==> config.mk <==
export PLATFORM = sky130hd
export DESIGN_NAME = regfile_writeback_unit
export DESIGN_NICKNAME = d
export VERILOG_FILES = /design/src/rtl/regfile_writeback_unit.sv
export SDC_FILE = /design/constraint.sdc
export NUM_CORES = 1
export LEC_CHECK = 0
export BUFFER_PORTS_ARGS = -buffer_cell sky130_fd_sc_hd__clkbuf_2
export CAP_MARGIN = 20
export CELL_PAD_IN_SITES_DETAIL_PLACEMENT = 2
export CELL_PAD_IN_SITES_GLOBAL_PLACEMENT = 2
export CORE_ASPECT_RATIO = 1.2
export CORE_MARGIN = 8
export CORE_UTILIZATION = 42
export CTS_BUF_LIST = sky130_fd_sc_hd__clkbuf_4 sky130_fd_sc_hd__clkbuf_8
export CTS_CLUSTER_DIAMETER = 30
export DETAILED_ROUTE_END_ITERATION = 16
export PLACE_DENSITY = 0.82
export SLEW_MARGIN = 10
export SYNTH_ARGS = -nofsm -noshare
export SYNTH_HDL_FRONTEND = slang
export SYNTH_SLANG_ARGS = --single-unit
export TNS_END_PERCENT = 5
==> constraint.sdc <==
create_clock -name i_clk -period 4.2 [get_ports i_clk]
set_input_delay 0.42 -clock i_clk [delete_from_list [all_inputs] [get_ports i_clk]]
set_output_delay 0.42 -clock i_clk [all_outputs]
set_load 0.005 [all_outputs]
==> src/rtl/regfile_writeback_unit.sv <==
// rtl/regfile_writeback_unit.sv - register-file write-port producer: ALU/long-latency merge, result FIFO, scoreboard
//
// Merges single-cycle ALU results with buffered long-latency results (load,
// mul/div) into one registered register-file write stream. It also keeps a
// destination scoreboard that decode uses to stall on pending registers.
//
// Ports:
//   i_clk, i_arst                          clock; asynchronous active-high reset
//   i_alu_valid/o_alu_ready/i_alu_addr/i_alu_data
//                                          single-cycle ALU result handshake
//   i_ll_valid/o_ll_ready/i_ll_addr/i_ll_data
//                                          long-latency result handshake (buffered)
//   i_reserve_en/i_reserve_addr            mark a long-latency destination busy at issue
//   i_rs1_addr/i_rs2_addr, o_stall         decode source check against the scoreboard
//   o_busy                                 scoreboard vector
//   o_write_en_3/o_addr_3/o_write_data_3   registered register-file write port
module regfile_writeback_unit #(
    parameter int DATA_WIDTH = 64,
    parameter int ADDR_WIDTH = 5,
    parameter int REG_DEPTH  = 32,
    parameter int FIFO_DEPTH = 4
) (
    input  logic                  i_clk,
    input  logic                  i_arst,
    input  logic                  i_alu_valid,
    output logic                  o_alu_ready,
    input  logic [ADDR_WIDTH-1:0] i_alu_addr,
    input  logic [DATA_WIDTH-1:0] i_alu_data,
    input  logic                  i_ll_valid,
    output logic                  o_ll_ready,
    input  logic [ADDR_WIDTH-1:0] i_ll_addr,
    input  logic [DATA_WIDTH-1:0] i_ll_data,
    input  logic                  i_reserve_en,
    input  logic [ADDR_WIDTH-1:0] i_reserve_addr,
    input  logic [ADDR_WIDTH-1:0] i_rs1_addr,
    input  logic [ADDR_WIDTH-1:0] i_rs2_addr,
    output logic                  o_stall,
    output logic [REG_DEPTH-1:0]  o_busy,
    output logic                  o_write_en_3,
    output logic [ADDR_WIDTH-1:0] o_addr_3,
    output logic [DATA_WIDTH-1:0] o_write_data_3
);

    localparam int PTR_W = (FIFO_DEPTH > 1) ? $clog2(FIFO_DEPTH) : 1;
    localparam logic [PTR_W-1:0] PTR_ONE  = PTR_W'(1);
    localparam logic [PTR_W:0]   CNT_ONE  = (PTR_W + 1)'(1);
    localparam logic [PTR_W:0]   CNT_FULL = (PTR_W + 1)'(FIFO_DEPTH);

    logic [ADDR_WIDTH-1:0] fifo_addr [FIFO_DEPTH];
    logic [DATA_WIDTH-1:0] fifo_data [FIFO_DEPTH];
    logic [PTR_W-1:0]      wr_ptr;
    logic [PTR_W-1:0]      rd_ptr;
    logic [PTR_W:0]        count;

    logic                  full;
    logic                  empty;
    logic                  alu_take;
    logic                  ll_push;
    logic                  ll_pop;
    logic [ADDR_WIDTH-1:0] head_addr;
    logic [DATA_WIDTH-1:0] head_data;

    logic                  sel_valid;
    logic [ADDR_WIDTH-1:0] sel_addr;
    logic [DATA_WIDTH-1:0] sel_data;
    logic [REG_DEPTH-1:0]  busy_next;

    assign full      = (count == CNT_FULL);
    assign empty     = (count == '0);
    assign head_addr = fifo_addr[rd_ptr];
    assign head_data = fifo_data[rd_ptr];

    // Both producers are held off while the buffer is full. Holding the ALU
    // back guarantees the arbiter pops, so a steady ALU stream cannot starve
    // the long-latency results.
    assign o_ll_ready  = !full;
    assign o_alu_ready = !full;

    assign alu_take = i_alu_valid && !full;
    assign ll_push  = i_ll_valid && !full;
    assign ll_pop   = !alu_take && !empty;

    // ALU has priority; otherwise drain the buffer head.
    always_comb begin
        sel_valid = 1'b0;
        sel_addr  = '0;
        sel_data  = '0;
        if (alu_take) begin
            sel_valid = 1'b1;
            sel_addr  = i_alu_addr;
            sel_data  = i_alu_data;
        end else if (ll_pop) begin
            sel_valid = 1'b1;
            sel_addr  = head_addr;
            sel_data  = head_data;
        end
    end

    always_ff @(posedge i_clk) begin
        if (ll_push) begin
            fifo_addr[wr_ptr] <= i_ll_addr;
            fifo_data[wr_ptr] <= i_ll_data;
        end
    end

    always_ff @(posedge i_clk or posedge i_arst) begin
        if (i_arst) begin
            wr_ptr <= '0;
            rd_ptr <= '0;
            count  <= '0;
        end else begin
            if (ll_push) begin
                wr_ptr <= wr_ptr + PTR_ONE;
            end
            if (ll_pop) begin
                rd_ptr <= rd_ptr + PTR_ONE;
            end
            if (ll_push && !ll_pop) begin
                count <= count + CNT_ONE;
            end else if (ll_pop && !ll_push) begin
                count <= count - CNT_ONE;
            end
        end
    end

    // The clear is applied before the set so a same-cycle reserve of the
    // popped destination keeps the bit busy. x0 is never reserved.
    always_comb begin
        busy_next = o_busy;
        if (ll_pop) begin
            busy_next[head_addr] = 1'b0;
        end
        if (i_reserve_en && (i_reserve_addr != '0)) begin
            busy_next[i_reserve_addr] = 1'b1;
        end
    end

    always_ff @(posedge i_clk or posedge i_arst) begin
        if (i_arst) begin
            o_busy <= '0;
        end else begin
            o_busy <= busy_next;
        end
    end

    assign o_stall = o_busy[i_rs1_addr] | o_busy[i_rs2_addr];

    // Idle and x0 writes drive all-zero outputs: the register file bypasses on
    // any read address matching addr_3, so a parked address must be x0.
    always_ff @(posedge i_clk or posedge i_arst) begin
        if (i_arst) begin
            o_write_en_3   <= 1'b0;
            o_addr_3       <= '0;
            o_write_data_3 <= '0;
        end else if (sel_valid && (sel_addr != '0)) begin
            o_write_en_3   <= 1'b1;
            o_addr_3       <= sel_addr;
            o_write_data_3 <= sel_data;
        end else begin
            o_write_en_3   <= 1'b0;
            o_addr_3       <= '0;
            o_write_data_3 <= '0;
        end
    end

endmodule

After elaboration in Yosys (flattened, before gate mapping)
Memories as Yosys holds them, arrays and structs flattened.
Cells that the tools add are included.
{"block": "totals", "reg_bits": 109, "ramBits": 276, "output_inout_bits": 105, "wordCells": 65, "memories": 2}
{"name": "fifo_data", "words": 4, "width": 64, "rd": 1, "rd_ports_with_merged_regs": 0, "wr": 1, "line_no": "50", "rtl": "logic [DATA_WIDTH-1:0] fifo_data [FIFO_DEPTH];"}
{"name": "fifo_addr", "words": 4, "width": 5, "rd": 1, "rd_ports_with_merged_regs": 0, "wr": 1, "line_no": "49", "rtl": "logic [ADDR_WIDTH-1:0] fifo_addr [FIFO_DEPTH];"}
{"block": "classes", "addsub": 4, "n_lt_le_gt_ge": 6, "n_eq_ne": 1, "mux": 23, "bitwise_logic": 4, "reduce_logical": 18}
{"op": "$mux 64", "count": 3}
{"op": "$mux 32", "count": 2}
{"op": "$and 32x32->32", "count": 1}
{"op": "$not 32->32", "count": 1}
{"op": "$or 32x32->32", "count": 1}
{"op": "$lt 5x6->1 const B", "count": 4}
{"op": "$mux 5", "count": 3}
{"op": "$bmux 1 s5", "count": 2}
{"op": "$demux 1 s5", "count": 2}
{"op": "$ge 5x1->1 const B", "count": 2}
{"op": "$reduce_bool 5->1", "count": 2}
{"op": "$logic_and 1x1->1", "count": 9}
{"op": "$mux 1", "count": 9}
{"op": "$mux 3", "count": 2}
{"op": "$logic_not 1->1", "count": 5}
{"op": "$add 2x1->2 const B", "count": 2}
{"op": "$add 3x1->3 const B", "count": 1}
{"op": "$eq 3x3->1 const B", "count": 1}
{"op": "$logic_not 3->1", "count": 1}
{"op": "$sub 3x1->3 const B", "count": 1}
{"op": "$reduce_bool 2->1", "count": 1}
{"op": "$or 1x1->1", "count": 1}

Logic depth before layout (Yosys ltp)
Gate-level depths: netlist (run 1).
{"block": "logic_depth", "depth_word": 10, "ltp_mapped": 9}

Worst setup path after synthesis (run 1)
Ideal clock, no wire load.
{"block": "synth_timing", "kind": "reg2reg", "startpoint": "register count[2]", "endpoint": "memory fifo_addr[0][0] (enable)", "setup_time_ns": 0.435, "arrival_ns": 2.527, "required_time_ns": 3.765, "setup_slack_ns": 1.239, "stages_incl_launch_ff": 5, "path_buffers": 1, "synth_period_minus_slack_ns": 2.961, "cell_sequence": "dfrtp_1 > nor3b_1 > nor2b_1 > clkbuf_1 > and2_1"}
{"block": "synth_via", "elab_chain_len": 5}
{"item": "start: declaration", "line_no": "53", "rtl": "logic [PTR_W:0] count;"}
{"item": "start signal: assignment", "line_no": "119", "rtl": "count <= count + CNT_ONE;"}
{"item": "start signal: assignment", "line_no": "121", "rtl": "count <= count - CNT_ONE;"}
{"item": "$eq 3x3->1", "line_no": "68", "rtl": "assign full = (count == CNT_FULL);"}
{"item": "$logic_not 1->1", "line_no": "80", "rtl": "assign ll_push = i_ll_valid && !full;"}
{"item": "$logic_and 1x1->1", "line_no": "80"}
{"item": "named net ll_push", "line_no": "58", "rtl": "logic ll_push;"}
{"item": "$mux 1", "line_no": "100", "rtl": "if (ll_push) begin"}
{"item": "$mux 1 (implied by the code)", "line_no": "101", "rtl": "fifo_addr[wr_ptr] <= i_ll_addr;"}
{"item": "end: declaration", "line_no": "49"}
The timed path passes the listed nets, and every way through them passes these cells.

Final worst setup path (run 1)
{"block": "layout_timing", "startpoint": "register rd_ptr[0]", "endpoint": "register o_write_data_3[22]"}
{"block": "layout_via", "elab_chain_len": 6}
{"item": "start: declaration", "line_no": "52", "rtl": "logic [PTR_W-1:0] rd_ptr;"}
{"item": "start signal: assignment", "line_no": "116", "rtl": "rd_ptr <= rd_ptr + PTR_ONE;"}
{"item": "$mem_v2 4x5"}
{"item": "$mux 5", "line_no": "92", "rtl": "end else if (ll_pop) begin"}
{"item": "$mux 5", "line_no": "88", "rtl": "if (alu_take) begin"}
{"item": "$reduce_bool 5->1", "line_no": "155", "rtl": "end else if (sel_valid && (sel_addr != '0)) begin"}
{"item": "$logic_and 1x1->1", "line_no": "155"}
{"item": "$mux 64 *", "line_no": "155"}
{"item": "end signal: assignment", "line_no": "158", "rtl": "o_write_data_3 <= sel_data;"}
{"item": "end: declaration", "line_no": "41", "rtl": "output logic [DATA_WIDTH-1:0] o_write_data_3"}
Every way passes the cells marked *; elsewhere a longest branch is shown, timed or not.
A chain may end at the register's enable or synchronous reset.

==> results of run 1 <==
-- sequential cells by signal (all words and copies together), names as in the netlist --
register,cells
count,3
o_busy,32
fifo_data,256
rd_ptr,2
fifo_addr,20
o_write_data_3,64
o_addr_3,5
wr_ptr,2
o_write_en_3,1
-- logic make-up (layout without fill, tap and decap cells) --
group | after synthesis | in the layout | share of synthesized area [%]
AND/OR/NAND/NOR | 129 | 129 | 4.18
adder cells (fa/ha/maj) | 6 | 6 | 0.555
AO/OA/AOI/OAI | 148 | 148 | 6.44
buffers and inverters | 55 | 420 | 1.77
flip-flops | 385 | 385 | 74.0
multiplexers | 89 | 89 | 12.7
other | 0 | 4 | 0
XOR/XNOR | 6 | 6 | 0.353
-- Yosys cell counts, types with 2 or more instances --
library cell / n
sky130_fd_sc_hd__edfxtp_1: 276
sky130_fd_sc_hd__dfrtp_1: 109
sky130_fd_sc_hd__mux4_2: 80
sky130_fd_sc_hd__nor2_1: 70
sky130_fd_sc_hd__o21ai_0: 65
sky130_fd_sc_hd__a22oi_1: 64
sky130_fd_sc_hd__clkbuf_1: 27
sky130_fd_sc_hd__nor2b_1: 12
sky130_fd_sc_hd__nand2_1: 9
sky130_fd_sc_hd__nand3_1: 8
sky130_fd_sc_hd__buf_2: 7
sky130_fd_sc_hd__inv_1: 7
sky130_fd_sc_hd__nand2b_1: 7
sky130_fd_sc_hd__buf_1: 6
sky130_fd_sc_hd__buf_6: 6
sky130_fd_sc_hd__a22o_1: 5
sky130_fd_sc_hd__ha_1: 5
sky130_fd_sc_hd__mux2i_1: 5
sky130_fd_sc_hd__nand3b_1: 5
sky130_fd_sc_hd__and2_1: 4
sky130_fd_sc_hd__mux2_2: 4
sky130_fd_sc_hd__nand4_1: 4
sky130_fd_sc_hd__xnor2_1: 4
sky130_fd_sc_hd__a311oi_1: 3
sky130_fd_sc_hd__a211oi_1: 2
sky130_fd_sc_hd__a21oi_1: 2
sky130_fd_sc_hd__nor3b_1: 2
sky130_fd_sc_hd__o21a_1: 2
sky130_fd_sc_hd__xor2_1: 2
-- power by group --
group	total (W)	internal, W	switching [W]
combinational	0.00391	0.00167	0.00223
sequential	0.00578	0.00517	0.000607
clock	0.00392	0.00232	0.00161
-- critical path: stages, from the launching register on --
cell,delay [ps]
sky130_fd_sc_hd__dfrtp_4,820
sky130_fd_sc_hd__mux4_2,680
sky130_fd_sc_hd__or3_4,430
sky130_fd_sc_hd__nor3_2,110
sky130_fd_sc_hd__o21a_2,580
sky130_fd_sc_hd__buf_12,280
sky130_fd_sc_hd__nor2_1,100
-- final timing paths --
kind | start | endpoint | cells after the start
min reg2reg | count[2] | count[2] | 1
min | i_ll_data[7] | fifo_data[0][7] | 1
max in group asynchronous | i_arst | o_write_data_3[22] | 4
max | rd_ptr[0] | o_write_data_3[22] | 6
max reg2reg | rd_ptr[0] | o_write_data_3[22] | 6
min in group asynchronous | i_arst | o_busy[12] | 3
-- through the flow --
| step | instance area (µm²) | hold slack (ps) | utilization (%) |
|---|---|---|---|
| 2_1_floorplan | 14900 | 456 | - |
| 3_3_place_gp | 16700 | 479 | 47.8 |
| 3_5_place_dp | 16700 | 479 | 47.8 |
| 4_1_cts | 18300 | 7.94 | 52.3 |
| 5_1_grt | 18300 | 25.1 | 52.3 |
| 6_report | 18300 | 59.0 | 52.3 |
-- metal layers --
layer,share of wire [%],track usage [%],wire (µm),vias up
li1,-,-,-,3888
met1,37,24.8,17000,4840
met2,54,40.0,25000,365
met3,7.2,6.60,3330,68
met4,2.1,6.67,950,4
met5,0.065,0,30,-
-- area by class of cell --
| type | count | area [µm²] | share of cell area, % |
|---|---|---|---|
| clock buffers | 101 | 1250 | 6.84 |
| repair buffers | 280 | 1460 | 7.98 |
| well taps | 462 | 578 | 3.16 |
| flip-flops and latches | 385 | 11000 | 60.2 |
| clock inverters | 31 | 327 | 1.78 |
| multi-input cells | 378 | 3630 | 19.8 |
| inverters | 8 | 32.5 | 0.178 |
| diodes | 4 | 10.0 | 0.0546 |
-- placed cells by master (no fill, tap or decap), types with 5 or more instances in the layout --
cell type	instances
sky130_fd_sc_hd__a22o_1	5
sky130_fd_sc_hd__a22oi_1	64
sky130_fd_sc_hd__buf_4	16
sky130_fd_sc_hd__bufinv_16	6
sky130_fd_sc_hd__clkbuf_2	262
sky130_fd_sc_hd__clkbuf_4	22
sky130_fd_sc_hd__clkbuf_8	79
sky130_fd_sc_hd__clkinv_1	5
sky130_fd_sc_hd__clkinv_2	9
sky130_fd_sc_hd__clkinvlp_4	9
sky130_fd_sc_hd__dfrtp_1	107
sky130_fd_sc_hd__edfxtp_1	276
sky130_fd_sc_hd__ha_1	5
sky130_fd_sc_hd__inv_1	6
sky130_fd_sc_hd__mux2i_1	5
sky130_fd_sc_hd__mux4_2	80
sky130_fd_sc_hd__nand2_1	9
sky130_fd_sc_hd__nand2b_1	7
sky130_fd_sc_hd__nand3_1	8
sky130_fd_sc_hd__nand3b_1	5
sky130_fd_sc_hd__nor2_1	70
sky130_fd_sc_hd__nor2b_1	11
sky130_fd_sc_hd__o21ai_0	65
-- what timing repair did --
item	in CTS	in global routing
hold buffers	1	0
buffers inserted	0	0
hold endpoints to repair	52	0
==> impl_metrics.py, run 1 <==
metrics = {
    "clocking": {
        "total_clock_buffers_created_by_cts": 71,
        "tritoncts_num_sinks": 385,
        "cts_root_cell": "sky130_fd_sc_hd__clkbuf_8",
        "clk_latency_ps": 580,
        "htreeDepth": 3,
        "path_clk_slew_ps": 60,
        "cts-resized-gates": 0,
        "cts_tree": "done",
        "cts_max_path_buffers": 3,
    },
    "critical_path": {
        "crit_required_ps": 4630,
        "critPathArrivalTime_ps": 3640,
        "path_class": "register to register",
        "critPathMaxFanout": 38,
        "critical_path.startpoint_type": "register",
        "r2r_setup_slack_ps": 1000,
        "setup.worst_path.end_class": "register",
    },
    "status": {
        "result_of_the_run": "completed",
    },
    "routing": {
        "drt_pre_antenna_iters": 5,
        "drt_wl_total_mm": 46.2,
        "vias_per_cell": 5.56,
        "postRouteAntennaNets": 0,
        "detail_route.iter0.violations": 445,
        "drcViolationCount": 0,
        "routed-via-count": 9165,
        "routed_length_per_placed_instance_um": 28.0,
    },
    "place": {
        "port-buffer-count": 262,
        "gp_congestion": 0.833,
        "hpwl_mm": 31.8,
        "place_ws_ps": 936,
        "post-place-cells": 1512,
    },
    "floorplan": {
        "floorplan.io_pins": 263,
        "die_area_um2": 41800,
        "starting_utilization_of_the_core_area_pct": 42.5,
        "fp.dieH_um": 222,
        "core.rowCount": 75,
        "core_area_um2": 35000,
        "die_x_um": 188,
    },
    "synth": {
        "syn_area_per_cell_um2": 18.2,
        "syn_nets": 982,
        "ys_async_sr_fraction_pct": 28.3,
        "yosys_warnings": 0,
        "synth_top_area_share_pct": 55.7,
        "dominantRegCellSynth": "sky130_fd_sc_hd__edfxtp_1",
        "top_cells_by_area_in_the_synthesized_netlist": "sky130_fd_sc_hd__edfxtp_1 56%, sky130_fd_sc_hd__dfrtp_1 18%, sky130_fd_sc_hd__mux4_2 12%",
        "post-synth-top-area-cell": "sky130_fd_sc_hd__edfxtp_1",
        "synth_edf_count": 276,
        "syn_inst": 818,
        "syn-cell-area_um2": 14900,
        "fraction_of_the_yosys_area_taken_by_sequential_cells_pct": 74.0,
        "synth.ff_latch_count": 385,
        "yosys.cell_types.count": 45,
    },
    "timing": {
        "slew_headroom_pct": 38.2,
        "rsz0062_at_grt": "no",
        "timing.final.crit_period_ps": 3200,
        "report.final.setup_viol": 0,
        "hold_viol_final": 0,
        "max_freq_ghz": 0.312,
        "final_slew_violations": 0,
        "layout_worst_path_cycle_share_pct": 76.2,
        "finalClockSkew_ps": 23.2,
        "timing.setup.tns_ps": 0,
        "timing_worst_slew_pin_value_ps": 927,
        "final.setup.worst_slack_ps": 998,
    },
    "global_route": {
        "antenna_violations_before_repair": 6,
        "grt_max_degree": 70,
        "overflow": 0,
        "wire_length_of_the_first_global_routing_pass_mm": 69.6,
        "grt.total_usage_pct": 22.1,
        "via_count_of_the_first_global_routing_pass": 10600,
    },
    "pwr": {
        "static_leakage_nw": 7.09,
        "report.power.total_w": 0.0136,
        "ir_worst_vdd_uv": 426,
        "power.density_nw_per_um2": 743,
    },
    "cells_and_area": {
        "post_route_cells_drive_above_1_share_pct": 42.5,
        "non_filler_cells_in_the_finished_layout": 1649,
        "area_growth_syn_to_layout_pct": 23.0,
        "nFillCells": 3167,
        "final_net_count": 1288,
    },
    "min_path": {
        "min_path_type": "input pin to register",
    },
    "job": {
        "max_cap_viol_count": 0,
    },
}
No activity file was read; power rests on OpenSTA's default activity.
==> run 2, diff against run 1 <==
Settings changed: ABC_AREA set to 1, CORE_UTILIZATION 42 to 34, PLACE_DENSITY 0.82 to 0.79.
Clock period 4.2 ns to 2.8 ns, I/O delays scaled along.
==> run 2 against run 1 <==
  * Combinational power rose by 110%
  * Critical endpoint is now o_write_data_3[11]
  * Largest cell class unchanged
  * Via count rose by 42%
  * Synthesized area rose by 8.5%
  * Global-route usage rose by 0.43 points
  * Cell count rose by 58%
  * Total power rose by 72%
  * Synthesized cell count rose by 82%
==> impl_metrics.py, run 2 <==
metrics = {
    "synth": {
        "synth.top_cells.by_count": "276 x sky130_fd_sc_hd__edfxtp_1, 201 x sky130_fd_sc_hd__nand2_1, 161 x sky130_fd_sc_hd__inv_1",
        "syn_area_per_cell_um2": 10.9,
        "most_repeated_cell_in_the_gate_level_netlist_after_synthesis": "sky130_fd_sc_hd__edfxtp_1",
        "post-synth-top-area-cell": "sky130_fd_sc_hd__edfxtp_1",
        "dominantRegCellSynth": "sky130_fd_sc_hd__edfxtp_1",
        "yosys_warnings": 0,
        "syn-cell-area_um2": 16200,
        "ys_async_sr_fraction_pct": 28.3,
        "yosys.cell_types.count": 27,
        "synth.ff_latch_count": 385,
        "syn_nets": 1650,
        "synth_edf_count": 276,
        "synth_top_area_share_pct": 51.3,
        "top_cells_by_area_in_the_synthesized_netlist": "sky130_fd_sc_hd__edfxtp_1 51%, sky130_fd_sc_hd__dfrtp_1 17%, sky130_fd_sc_hd__o21ai_0 4.7%",
        "syn_inst": 1486,
        "fraction_of_the_yosys_area_taken_by_sequential_cells_pct": 68.2,
    },
    "clocking": {
        "path_clk_slew_ps": 60,
        "cts_max_path_buffers": 3,
        "htreeDepth": 3,
        "cts-resized-gates": 0,
        "clk_latency_ps": 630,
        "cts_root_cell": "sky130_fd_sc_hd__clkbuf_8",
        "cts_tree": "done",
        "tritoncts_num_sinks": 385,
        "total_clock_buffers_created_by_cts": 76,
    },
    "floorplan": {
        "core_area_um2": 46900,
        "floorplan.io_pins": 263,
        "fp.dieH_um": 255,
        "core.rowCount": 87,
        "starting_utilization_of_the_core_area_pct": 34.4,
        "die_area_um2": 54800,
        "die_x_um": 215,
    },
    "timing": {
        "rsz0062_at_grt": "no",
        "slew_headroom_pct": 56.2,
        "timing.final.crit_period_ps": 2360,
        "finalClockSkew_ps": 44.8,
        "timing_worst_slew_pin_value_ps": 653,
        "report.final.setup_viol": 0,
        "max_freq_ghz": 0.424,
        "hold_viol_final": 0,
        "layout_worst_path_cycle_share_pct": 84.2,
        "final_slew_violations": 0,
    },
    "global_route": {
        "via_count_of_the_first_global_routing_pass": 15400,
        "grt.total_usage_pct": 22.5,
        "antenna_violations_before_repair": 11,
        "overflow": 0,
        "grt_max_degree": 103,
        "wire_length_of_the_first_global_routing_pass_mm": 95.4,
    },
    "critical_path": {
        "critPathMaxFanout": 28,
        "setup.worst_path.end_class": "register",
        "path_class": "register to register",
        "reg2reg_from": "count[0]",
        "critPathArrivalTime_ps": 2890,
        "worstSetupStartpoint": "count[0]",
        "crit_required_ps": 3330,
        "critical_path.startpoint_type": "register",
    },
    "cells_and_area": {
        "top_library_cells_by_usage_in_the_layout_fill_and_taps_aside": "276 x sky130_fd_sc_hd__edfxtp_1, 262 x sky130_fd_sc_hd__clkbuf_2, 201 x sky130_fd_sc_hd__nand2_1",
        "final_net_count": 2075,
        "area_growth_syn_to_layout_pct": 32.3,
        "finish.instance_area_um2": 21400,
        "post_route_cells_drive_above_1_share_pct": 24.6,
        "non_filler_cells_in_the_finished_layout": 2602,
        "max_ffs_per_register": 256,
        "biggestRegsByFlops": "fifo_data: 256 flops, o_write_data_3: 64 flops, o_busy: 32 flops",
        "layout.cells.most_common": "sky130_fd_sc_hd__edfxtp_1",
        "registers.top_by_ff_count": "fifo_data",
    },
    "min_path": {
        "worstHoldStart": "i_reserve_addr[0]",
        "min_path_type": "input pin to register",
    },
    "routing": {
        "routed-via-count": 13000,
        "vias_per_cell": 5.01,
        "drt_pre_antenna_iters": 5,
        "drcViolationCount": 0,
        "detail_route.iter0.violations": 679,
        "routed_length_per_placed_instance_um": 24.2,
        "postRouteAntennaNets": 0,
        "drt_wl_total_mm": 63.0,
    },
    "status": {
        "result_of_the_run": "completed",
    },
    "pwr": {
        "ir_worst_vdd_uv": 514,
        "power.density_nw_per_um2": 1100,
        "static_leakage_nw": 9.55,
    },
    "place": {
        "port-buffer-count": 262,
        "gp_congestion": 0.850,
        "post-place-cells": 2320,
        "post_dp_cell_area_um2": 18300,
        "hpwl_mm": 36.6,
    },
    "job": {
        "max_cap_viol_count": 0,
    },
}
run 2: worst max-delay path, stage by stage (launching register included):
cell and delay (ps):
sky130_fd_sc_hd__dfrtp_1 430, sky130_fd_sc_hd__nor2_1 60, sky130_fd_sc_hd__nand2_1 150, sky130_fd_sc_hd__nand2_1 130, sky130_fd_sc_hd__inv_2 400, sky130_fd_sc_hd__nand2_1 120
sky130_fd_sc_hd__nand2_1 130, sky130_fd_sc_hd__nor2_1 80, sky130_fd_sc_hd__nand3_4 80, sky130_fd_sc_hd__buf_4 410, sky130_fd_sc_hd__nand2_1 150, sky130_fd_sc_hd__inv_1 100
run 2: logic make-up (layout without fill, tap and decap cells):
group                      Yosys count  after routing  synth area share [%]
DFF                                385            385                  68.2
AOI/OAI and AO/OA                  378            378                  12.7
other                                0              8                     0
xor gates and xnor gates             5              5                 0.271
and+or+nand+nor                    446            446                  11.4
buffers and inverters              266            751                  6.88
adders and majority gates            6              6                 0.511
run 2: worst paths after layout:
kind                                      endpoint  slack, ps  depth (start not counted)
worst max-delay path            o_write_data_3[11]        440                         11
worst min-delay path                    o_busy[22]         60                          4
worst max register to register  o_write_data_3[11]        440                         11
worst min register to register            count[2]        500                          1
max in group asynchronous       o_write_data_3[31]       1960                          4
min in group asynchronous                 count[2]        330                          4
run 2: layout make-up:
type | count | area, µm²
fillers | 4786 | 25600
flip-flops and latches | 385 | 11000
multi-input cells | 835 | 4070
repair buffers | 424 | 3040
clock buffers | 98 | 1260
well taps | 623 | 779
inverters | 189 | 714
clock inverters | 40 | 455
diodes | 8 | 20.0
run 2: timing repair:
action                                 4_1_cts  5_1_grt
endpoints found under the hold margin      451        0
buffers inserted                             0        0
hold buffers                               136        0
run 2: per-stage QoR:
step                setup TNS [ps]  setup WS [ps]  util, %  hold WS [ps]  power, W
floorplan                   -67060           -243        -           379    0.0131
global placement                 0            633     38.9           430    0.0159
detailed placement               0            497     38.9           435    0.0165
CTS                              0            475     45.5          5.40    0.0232
global route                     0            205     45.5          37.1    0.0248
finish                           0            441     45.5          62.4    0.0234
run 2: power breakdown:
| group | internal, W | switching (W) | total (W) |
|---|---|---|---|
| combinational | 0.00269 | 0.00553 | 0.00822 |
| sequential | 0.00780 | 0.000860 | 0.00866 |
| clock | 0.00382 | 0.00273 | 0.00655 |
| total | 0.0143 | 0.00913 | 0.0234 |
run 2: per-layer routing:
layer	vias up	wire length [µm]	GRT usage [%]
met5	-	40	0
met1	6642	24100	24.6
li1	5875	-	-
met3	131	2520	4.15
met2	371	34500	43.0
met4	6	1790	8.55
==> run 3, diff against run 2 <==
Settings changed: ABC_AREA 1 to 0, CORE_UTILIZATION 34 to 38.
Clock period 2.8 ns to 1.95 ns, I/O delays scaled along.
==> run 3 against run 2 <==
  * The flow now finishes with violations (setup timing)
  * Clock skew fell by 5.5 ps
  * Critical path depth fell by 5
  * Sequential power up 43%
  * Die area down 16%
  * Clock power is 48% higher
  * Count of clock-buffer cells in the layout decreased by 5
  * Routed wire length down 5.4%
  * Critical path type is now register to output port
  * First-iteration DRC count up 5.2%
==> impl_metrics.py, run 3 (synthesis results as in run 1) <==
metrics = {
    "cells_and_area": {
        "layout.cells.most_common": "sky130_fd_sc_hd__edfxtp_1",
        "area_growth_syn_to_layout_pct": 41.0,
        "seqCellArea_um2": 11000,
        "post_route_cells_drive_above_1_share_pct": 42.6,
        "finish.utilization_pct": 54.2,
        "max_ffs_per_register": 256,
        "finish.instance_area_um2": 21000,
        "biggestRegsByFlops": "fifo_data: 256 flops, o_write_data_3: 64 flops, o_busy: 32 flops",
        "registers.top_by_ff_count": "fifo_data",
        "top_library_cells_by_usage_in_the_layout_fill_and_taps_aside": "276 x sky130_fd_sc_hd__edfxtp_1, 262 x sky130_fd_sc_hd__clkbuf_2, 145 x sky130_fd_sc_hd__dlygate4sd3_1",
        "final_net_count": 1509,
        "nFillCells": 3483,
        "area_of_combinational_cells_with_multiple_inputs_um2": 3720,
    },
    "pwr": {
        "report.power.total_w": 0.0334,
        "power.density_nw_per_um2": 1590,
        "static_leakage_nw": 8.25,
        "ir_worst_vdd_uv": 733,
    },
    "routing": {
        "detail_route.iter0.violations": 714,
        "drt_pre_antenna_iters": 5,
        "postRouteAntennaNets": 0,
        "drcViolationCount": 0,
        "vias_per_cell": 5.40,
        "drt_wl_total_mm": 59.5,
        "routed_length_per_placed_instance_um": 30.8,
        "routed-via-count": 10500,
    },
    "clocking": {
        "cts_max_path_buffers": 3,
        "tritoncts_num_sinks": 385,
        "clk_latency_ps": 630,
        "path_clk_slew_ps": 70,
        "cts_tree": "done",
        "cts_root_cell": "sky130_fd_sc_hd__clkbuf_8",
        "htreeDepth": 3,
        "total_clock_buffers_created_by_cts": 74,
    },
    "critical_path": {
        "timing.critical_path.mode_cell": "sky130_fd_sc_hd__nand4_1",
        "critical_path.startpoint_type": "register",
        "critPathArrivalTime_ps": 2250,
        "worstReg2RegEnd": "o_write_data_3[3]",
        "path_class": "register to output port",
        "path_cells": "mux4_2, nand4b_1, nand4_1, a311oi_2, nand4_1, clkbuf_2",
        "setup.worst_path.end_class": "output port",
        "crit_required_ps": 1750,
        "critPathMaxFanout": 4,
        "reg2reg_from": "rd_ptr[0]",
        "r2r_setup_slack_ps": -380,
        "timing.reg2reg.worst_path_depth": 6,
        "timing.critical_path.max_delay_family": "multiplexers",
        "worst_path_largest_cell_delay_ps": 510,
        "crit_path_top_delay_cell": "sky130_fd_sc_hd__mux4_2",
        "critPathBufInv": 1,
    },
    "timing": {
        "finalClockSkew_ps": 39.3,
        "final.setup.worst_slack_ps": -499,
        "hold_viol_final": 0,
        "hold_ws_ps": 169,
        "final_slew_violations": 0,
        "slew_headroom_pct": 46.7,
        "timing.final.crit_period_ps": 2450,
        "timing.setup.tns_ps": -20370,
        "report.final.setup_viol": 90,
        "max_freq_ghz": 0.408,
        "layout_worst_path_cycle_share_pct": 126,
        "timing_worst_slew_pin_value_ps": 798,
        "rsz0062_at_grt": "yes",
    },
    "floorplan": {
        "starting_utilization_of_the_core_area_pct": 38.4,
        "die_area_um2": 45800,
        "die_x_um": 197,
        "core_area_um2": 38700,
        "fp.dieH_um": 233,
        "core.rowCount": 79,
        "floorplan.io_pins": 263,
    },
    "global_route": {
        "grt_max_degree": 53,
        "grt.total_usage_pct": 26.1,
        "wire_length_of_the_first_global_routing_pass_mm": 87.1,
        "antenna_violations_before_repair": 5,
        "overflow": 0,
        "via_count_of_the_first_global_routing_pass": 12300,
    },
    "status": {
        "result_of_the_run": "complete, but fails checks",
        "violations": "setup timing",
    },
    "min_path": {
        "holdPathStages": 4,
        "timing.hold.worst_endpoint": "wr_ptr[0]",
        "worstHoldStart": "i_ll_valid",
        "min_path_type": "input pin to register",
    },
    "job": {
        "max_cap_viol_count": 0,
    },
    "place": {
        "gp_congestion": 0.834,
        "post_dp_cell_area_um2": 17400,
        "hpwl_mm": 33.0,
        "port-buffer-count": 262,
    },
}
run 3: changes by cell type in the layout (fill, tap and decap cells not counted), moves of 50 or more:
| cell | delta |
|---|---|
| sky130_fd_sc_hd__a21o_1 | -64 |
| sky130_fd_sc_hd__a21oi_1 | -129 |
| sky130_fd_sc_hd__buf_4 | +50 |
| sky130_fd_sc_hd__nand2_1 | -193 |
| sky130_fd_sc_hd__mux4_2 | +80 |
| sky130_fd_sc_hd__nand3_1 | -57 |
| sky130_fd_sc_hd__nor2_1 | -80 |
| sky130_fd_sc_hd__o21ai_0 | -131 |
| sky130_fd_sc_hd__a22oi_1 | +64 |
| sky130_fd_sc_hd__inv_1 | -153 |
run 3: worst max-delay path by stage:
stage / start / to / slack [ps] / depth (start not counted)
final: o_busy[20] / o_stall / -500 / 6
after global routing: o_busy[2] / o_stall / -590 / 6
after CTS: o_busy[20] / o_stall / -540 / 6
after detailed placement: rd_ptr[0] / o_write_data_3[32] / -280 / 6
after global placement: rd_ptr[0] / o_write_data_3[32] / -180 / 6
after floorplan: count[2] / fifo_addr[0][0] / -1010 / 4
run 3: area by class of cell:
cell class              instances  area share, %
inverters                       8          0.161
flip-flops and latches        385           52.5
well taps                     526           3.14
clock inverters                42           2.49
clock buffers                  93           5.74
repair buffers                498           18.2
diodes                          4         0.0477
multi-input cells             378           17.7
run 3: tightest hold or removal path, stage by stage:
cell                       delay, ps
sky130_fd_sc_hd__clkbuf_2         90
sky130_fd_sc_hd__nor2b_1         140
sky130_fd_sc_hd__buf_4           180
sky130_fd_sc_hd__xnor2_1         130
run 3: where the power goes:
group	switching [W]	internal [W]	leakage, nW	total, W
logic	0.00615	0.00516	3.49	0.0113
registers	0.00125	0.0111	3.88	0.0124
clock network	0.00412	0.00561	0.876	0.00972
run 3: through the flow:
step | setup WS (ps) | std cells
after floorplan | -1010 | 818
after global placement | -179 | 1625
after detailed placement | -276 | 1625
after CTS | -540 | 1924
after global routing | -593 | 1933
final | -499 | 1934
run 3: repair_timing:
action                                  4_1_cts  5_1_grt
endpoints found under the hold margin       381        0
hold buffers                                145        0
cloned                                        4        0
gates resized for setup                      37       36
endpoints found under the setup margin       95      102
pin swaps                                    11        3
setup buffers                                15        6
run 3: metal layers:
metal | global-route usage (%) | up-vias | part of all wire, %
met5 | 0 | - | 0.020
met4 | 10.0 | 2 | 3.3
met3 | 6.24 | 122 | 6.2
met2 | 47.4 | 462 | 54
met1 | 29.3 | 5531 | 37
li1 | - | 4333 | -
